==> src/rtl/boot_pkg.sv <==
// Shared types and constants for the UART boot loader.
package boot_pkg;

  // Frame-level states of the loader.
  typedef enum logic [2:0] {
    IDLE,
    LEN0,
    LEN1,
    DATA,
    CSUM,
    DONE,
    ERR
  } boot_state_t;

  localparam logic [7:0] BOOT_MAGIC    = 8'hA5;
  localparam logic [1:0] HTRANS_IDLE   = 2'b00;
  localparam logic [1:0] HTRANS_NONSEQ = 2'b10;
  localparam logic [2:0] HSIZE_WORD    = 3'b010;

  // Byte address of word idx, wrapping at 32 bits.
  function automatic logic [31:0] word_addr(input logic [31:0] base, input logic [15:0] idx);
    return base + {14'd0, idx, 2'b00};
  endfunction

endpackage

==> src/rtl/uart_boot_loader_uart_rx.sv <==
// 8N1 UART receiver: 2-flop synchronizer, mid-bit sampling, start glitch rejection.
module uart_rx #(
  parameter int CLKS_PER_BIT = 868
) (
  input  logic       clk,
  input  logic       reset,
  input  logic       rx_i,
  output logic [7:0] rx_data,
  output logic       rx_valid,
  output logic       rx_frame_err
);

  localparam int CW = $clog2(CLKS_PER_BIT);
  localparam logic [CW-1:0] HALF = CW'(CLKS_PER_BIT / 2 - 1);
  localparam logic [CW-1:0] FULL = CW'(CLKS_PER_BIT - 1);

  typedef enum logic [1:0] {RX_IDLE, RX_START, RX_DATA, RX_STOP} rx_state_t;

  rx_state_t     state_q;
  logic          sync1_q, sync2_q, prev_q;
  logic [CW-1:0] cnt_q;
  logic [2:0]    bit_q;
  logic [7:0]    shift_q;

  // Synchronize the line, time the bits and shift in LSB first.
  always_ff @(posedge clk) begin
    if (reset) begin
      sync1_q      <= 1'b1;
      sync2_q      <= 1'b1;
      prev_q       <= 1'b1;
      state_q      <= RX_IDLE;
      cnt_q        <= '0;
      bit_q        <= '0;
      shift_q      <= '0;
      rx_data      <= '0;
      rx_valid     <= 1'b0;
      rx_frame_err <= 1'b0;
    end else begin
      sync1_q      <= rx_i;
      sync2_q      <= sync1_q;
      prev_q       <= sync2_q;
      rx_valid     <= 1'b0;
      rx_frame_err <= 1'b0;
      case (state_q)
        RX_IDLE: begin
          if (prev_q && !sync2_q) begin
            state_q <= RX_START;
            cnt_q   <= '0;
          end
        end
        RX_START: begin
          if (cnt_q == HALF) begin
            cnt_q <= '0;
            bit_q <= '0;
            // A start bit that is high again at mid-bit was only a glitch.
            state_q <= sync2_q ? RX_IDLE : RX_DATA;
          end else begin
            cnt_q <= cnt_q + CW'(1);
          end
        end
        RX_DATA: begin
          if (cnt_q == FULL) begin
            cnt_q   <= '0;
            shift_q <= {sync2_q, shift_q[7:1]};
            if (bit_q == 3'd7) state_q <= RX_STOP;
            else               bit_q   <= bit_q + 3'd1;
          end else begin
            cnt_q <= cnt_q + CW'(1);
          end
        end
        default: begin
          if (cnt_q == FULL) begin
            cnt_q   <= '0;
            state_q <= RX_IDLE;
            if (sync2_q) begin
              rx_data  <= shift_q;
              rx_valid <= 1'b1;
            end else begin
              rx_frame_err <= 1'b1;
            end
          end else begin
            cnt_q <= cnt_q + CW'(1);
          end
        end
      endcase
    end
  end

endmodule

==> src/rtl/uart_boot_loader.sv <==
// Loads a UART program image into RAM over AHB-Lite and releases the CPU once verified.
module uart_boot_loader
  import boot_pkg::*;
#(
  parameter int          CLKS_PER_BIT = 868,
  parameter logic [31:0] BASE_ADDR    = 32'h0000_0000,
  parameter int          MAX_WORDS    = 4096
) (
  input  logic        clk,
  input  logic        reset,
  input  logic        uart_rx,
  output logic [31:0] haddr,
  output logic [1:0]  htrans,
  output logic        hwrite,
  output logic [2:0]  hsize,
  output logic [31:0] hwdata,
  input  logic        hready,
  input  logic        hresp,
  output logic        cpu_hold,
  output logic        done,
  output logic        err,
  output logic [15:0] words_written,
  output boot_state_t dbg_state
);

  logic [7:0] rx_data;
  logic       rx_valid, rx_frame_err;

  uart_rx #(.CLKS_PER_BIT(CLKS_PER_BIT)) u_rx (
    .clk         (clk),
    .reset       (reset),
    .rx_i        (uart_rx),
    .rx_data     (rx_data),
    .rx_valid    (rx_valid),
    .rx_frame_err(rx_frame_err)
  );

  boot_state_t state_q;
  logic [15:0] len_q, word_idx_q, ww_q;
  logic [1:0]  byte_cnt_q;
  logic [31:0] word_q, buf_q, haddr_q, hwdata_q;
  logic [7:0]  csum_q;
  logic        csum_ok_q, aph_q, dph_q, hwrite_q, done_q, err_q, cpu_hold_q;
  logic [1:0]  htrans_q;

  // AHB handshake: a phase (address or data) completes only on a cycle with
  // hready=1; until then every bus output holds its value. aph_q/dph_q mark an
  // address or data phase in progress; hresp is only looked at as a data phase completes.
  logic        wr_done, bus_err, busy, live;
  logic [15:0] len_d;
  logic [31:0] word_d;
  assign wr_done = dph_q & hready;
  assign bus_err = wr_done & hresp;
  assign busy    = aph_q | (dph_q & ~hready);
  assign live    = (state_q != DONE) && (state_q != ERR);
  assign len_d   = {rx_data, len_q[7:0]};
  assign word_d  = {rx_data, word_q[31:8]};

  // Frame FSM, word assembler and single-outstanding AHB write engine.
  always_ff @(posedge clk) begin
    if (reset) begin
      state_q    <= IDLE;
      len_q      <= '0;
      word_idx_q <= '0;
      byte_cnt_q <= '0;
      word_q     <= '0;
      csum_q     <= '0;
      csum_ok_q  <= 1'b0;
      buf_q      <= '0;
      aph_q      <= 1'b0;
      dph_q      <= 1'b0;
      haddr_q    <= '0;
      htrans_q   <= HTRANS_IDLE;
      hwrite_q   <= 1'b0;
      hwdata_q   <= '0;
      done_q     <= 1'b0;
      err_q      <= 1'b0;
      cpu_hold_q <= 1'b1;
      ww_q       <= '0;
    end else begin
      if (wr_done) begin
        dph_q <= 1'b0;
        if (!hresp) ww_q <= ww_q + 16'd1;
      end
      if (aph_q && hready) begin
        aph_q    <= 1'b0;
        dph_q    <= 1'b1;
        htrans_q <= HTRANS_IDLE;
        hwrite_q <= 1'b0;
        hwdata_q <= buf_q;
      end

      if (live && (bus_err || rx_frame_err)) begin
        state_q <= ERR;
        err_q   <= 1'b1;
      end else begin
        case (state_q)
          IDLE: if (rx_valid && rx_data == BOOT_MAGIC) state_q <= LEN0;
          LEN0: if (rx_valid) begin
            len_q[7:0] <= rx_data;
            state_q    <= LEN1;
          end
          LEN1: if (rx_valid) begin
            len_q      <= len_d;
            byte_cnt_q <= '0;
            word_idx_q <= '0;
            csum_q     <= '0;
            csum_ok_q  <= 1'b0;
            if (len_d == 16'd0) begin
              state_q <= CSUM;
            end else if ({1'b0, len_d} > 17'(MAX_WORDS)) begin
              state_q <= ERR;
              err_q   <= 1'b1;
            end else begin
              state_q <= DATA;
            end
          end
          DATA: if (rx_valid) begin
            csum_q     <= csum_q ^ rx_data;
            word_q     <= word_d;
            byte_cnt_q <= byte_cnt_q + 2'd1;
            if (byte_cnt_q == 2'd3) begin
              if (busy) begin
                // Holding buffer still owned by the previous write: overflow.
                state_q <= ERR;
                err_q   <= 1'b1;
              end else begin
                aph_q      <= 1'b1;
                htrans_q   <= HTRANS_NONSEQ;
                hwrite_q   <= 1'b1;
                haddr_q    <= word_addr(BASE_ADDR, word_idx_q);
                buf_q      <= word_d;
                word_idx_q <= word_idx_q + 16'd1;
                if (word_idx_q + 16'd1 == len_q) state_q <= CSUM;
              end
            end
          end
          CSUM: begin
            if (!csum_ok_q) begin
              if (rx_valid) begin
                if (rx_data != csum_q) begin
                  state_q <= ERR;
                  err_q   <= 1'b1;
                end else if (!busy) begin
                  state_q    <= DONE;
                  done_q     <= 1'b1;
                  cpu_hold_q <= 1'b0;
                end else begin
                  csum_ok_q <= 1'b1;
                end
              end
            end else if (!busy) begin
              state_q    <= DONE;
              done_q     <= 1'b1;
              cpu_hold_q <= 1'b0;
            end
          end
          default: ;
        endcase
      end
    end
  end

  assign haddr         = haddr_q;
  assign htrans        = htrans_q;
  assign hwrite        = hwrite_q;
  assign hsize         = HSIZE_WORD;
  assign hwdata        = hwdata_q;
  assign cpu_hold      = cpu_hold_q;
  assign done          = done_q;
  assign err           = err_q;
  assign words_written = ww_q;
  assign dbg_state     = state_q;

endmodule

==> config.mk <==
export PLATFORM = sky130hd
export DESIGN_NAME = uart_boot_loader
export DESIGN_NICKNAME = d
export VERILOG_FILES = /design/src/rtl/boot_pkg.sv /design/src/rtl/uart_boot_loader_uart_rx.sv /design/src/rtl/uart_boot_loader.sv
export SDC_FILE = /design/constraint.sdc
export NUM_CORES = 1
export LEC_CHECK = 0
export ABC_AREA = 1
export CORE_ASPECT_RATIO = 0.5
export CORE_UTILIZATION = 56
export DETAILED_ROUTE_END_ITERATION = 16
export PLACE_DENSITY = 0.84
export SYNTH_ARGS = -nofsm -noshare
export SYNTH_HDL_FRONTEND = slang
export SYNTH_SLANG_ARGS = --single-unit
==> constraint.sdc <==
create_clock -name clk -period 2.2 [get_ports clk]
set_input_delay 0.22 -clock clk [delete_from_list [all_inputs] [get_ports clk]]
set_output_delay 0.22 -clock clk [all_outputs]
set_load 0.05 [all_outputs]
==> reports/summary.txt <==
status: complete, no violations
Layout Skew: 0.00960 ns
Worst Path Arrival: 1.88 ns
initial antenna violation count: 0
worst-path fanout max: 7
layout cells sized above 1: 9.61%
Area contributors post-synth: dfxtp_1 (47%), nand2_1 (7.7%), nor2_1 (7.6%)
Reg clk slew, reported paths: 0.07 ns
die area: 16400 um2
worst hold slack: 0.225 ns
top-level I/O count: 97
Worst setup EP type: output pin
worst skew pair latency: 0.50 ns
hold depth: 4
die height: 91.2 um
vias in the first global route: 7565
Avg Vias per Cell: 5.54
Min Clock Period, post-route: 2.10 ns
synthesized cell area: 8910 um2
# diodes: 0
first-pass GRT wire length: 35.8 mm
GRT overflow: 0
Max-slew headroom: 53.3%
metal3 WL: 1.71 mm
Crit Path Class: reg2out
Initial DRT Pass Iterations: 6
DRC violations left: 0
CTS tree: yes
Cells after DPL: 1477
Post-synth ARST share: 0%
Slew Limit Fails: 0
post-place setup slack: -0.195 ns
HPWL reported at the end of detailed placement: 14.5 mm
HP Class: in2reg
Area after DPL: 10000 um2
Layout Utilization: 70.2%
Final #Nets: 1310
Area Overhead vs Synth: 21.8%
Synth top area share: 47.2%
final hold violation count: 0
number of synthesized flops with an enable pin: 0
Cells after Synth: 1204
Slew @ Worst Pin: 0.700 ns
Worst Path Required: 1.98 ns
htree depth: 1
Site Rows: 32
Unique masters post-synth: 38
Longest Clk Path Bufs: 3
Worst Path Buf+Inv: 1
Crit path depth: 1
total number of vias: 8386
FF+latch count, synth: 210
fill cell count: 1260
GP Congestion: 0.878
Syn Area/Cell: 7.40 um2
top cell type by total area after synthesis: dfxtp_1
Most used DFF post-synth: dfxtp_1
gr usage total: 26.2%
Max Clk Rate: 475 MHz
CTS sink count: 210
routed length per instance: 14.7 um
Core ar.: 15500 um2
Final Total Pwr: 8.84 mW
CP delay by family, top: buffers and inverters
hold buffers post-CTS: 0
nature of the critical path startpoint: flop
total CTS buffers: 19
crit-path max cell delay: 0.87 ns
Pleak: 4.27 nW
final instance area: 10900 um2
Worst setup startpoint: dbg_state[2]$_SDFFE_PP0P_
PwrDens: 815 nW/um2
Initial Util: 57.6%
met2 WL post-DR: 10.2 mm
RR Startpoint: dbg_state[2]$_SDFFE_PP0P_
Max rail drop VDD: 0.000608 V
sequential area share after synthesis: 47.2%
Final Cycle Share: 95.6%
Final ANT Viol Nets: 0
top sig layer: met4
Final WS setup: 0.0969 ns
TNS Setup: 0 ns
# Max-Cap Violations: 0
endpoints failing setup: 0
total number of yosys warnings: 0
Port Buffers: 77
CP cell instances: clkdlybuf4s50_1
Critical Path Slowest Stage Cell: clkdlybuf4s50_1
Root Buffer: clkbuf_16
final WL: 22.3 mm
fin cells: 1515
worst reg-to-reg path cell count: 13
Hold Startpoint: reset
DR iter-0 viols: 898
die width: 180 um
largest net degree at the start of global routing: 125
M1 WL: 9.80 mm
worst register-to-register path: stages, from the launching register on:
cell	delay, ns
dfxtp_1	0.41
nor2_2	0.17
inv_2	0.06
nor2_1	0.15
nand2_1	0.11
inv_2	0.07
nor2_1	0.05
nor3_2	0.21
inv_2	0.08
nor2_4	0.12
buf_12	0.14
clkbuf_16	0.23
nand2_1	0.09
a21oi_1	0.14
per-layer routing:
layer  track usage [%]  vias up
li1                  -     4137
met1              34.4     3878
met2              44.7      328
met3              3.89       43
met4              8.12        0
met5                 0        -
final timing paths:
kind,to,slack (ns)
worst max-delay path,dbg_state[2],0.1
worst max register to register,word_idx_q[15]$_SDFFE_PP0P_,0.1
worst min register to register,u_rx.sync2_q$_SDFF_PP1_,0.42
worst min-delay path,words_written[8]$_SDFFE_PP0P_,0.22
state kept, by name, indices dropped and copies added, names as in the netlist, 3 cells and up:
name / count
u_rx.shift_q: 8
u_rx.rx_data: 8
haddr: 16
words_written: 16
csum_q: 8
len_q: 16
dbg_state: 3
word_idx_q: 16
hwdata: 32
buf_q: 32
u_rx.bit_q: 3
u_rx.cnt_q: 10
word_q: 24
what timing repair did:
item	4_1_cts	5_1_grt
endpoints found under the setup margin	0	60
setup buffers	0	2
gates resized for setup	0	25
hold endpoints to repair	0	0
Yosys cell counts (all sizes together) (7+ instances only):
cell	count
a21oi	132
o21ai	135
xnor2	7
clkbuf	38
dfxtp	210
ha	7
buf	35
nand2	182
o211a	8
nand3	87
inv	103
nand4	19
xor2	7
nor2	184
a211oi	10
nor3	17
cell families (layout without fill, tap and decap cells):
logic type,count (synthesis),count (layout),share of synthesized area (%)
compound gates,293,293,17.4
xor+xnor,14,14,1.38
fa+ha+maj,7,7,0.983
buf+inv,177,267,8.86
flops,210,210,47.2
other cells,2,19,0.0843
simple gates,501,501,24.1
where the power goes:
part	switching [mW]	total (mW)	internal (mW)	leakage, nW
Sequential	0.115	4.04	3.93	1.70
Clock	1.48	3.61	2.13	0.331
Combinational	0.793	1.19	0.393	2.24
Total	2.39	8.84	6.46	4.27
final cells by class:
| cell class | count | area [um2] | share of cell area (%) |
|---|---|---|---|
| inverter | 104 | 392 | 3.61 |
| tap | 204 | 255 | 2.35 |
| clock buffer | 22 | 507 | 4.67 |
| timing repair buffer | 129 | 1270 | 11.7 |
| multi-input combinational | 834 | 4040 | 37.2 |
| clock inverter | 12 | 169 | 1.56 |
| sequential | 210 | 4220 | 38.9 |
cells in the final DEF (no fill, tap or decap), types with 5 or more instances in the layout:
master / instances
nor2_2: 5
o211a_1: 8
conb_1: 19
o21ai_1: 20
nand3_2: 6
clkbuf_16: 21
a211oi_1: 10
clkdlybuf4s50_1: 76
xor2_1: 7
inv_2: 6
clkinv_2: 6
xnor2_1: 7
nor3_1: 14
dfxtp_1: 203
dfxtp_2: 5
buf_4: 43
nand3_1: 81
o21ai_0: 115
nand2_1: 179
ha_1: 6
nand4_1: 19
buf_12: 6
inv_1: 96
a21oi_1: 132
nor2_1: 176
(Power assumes the default switching activity.)
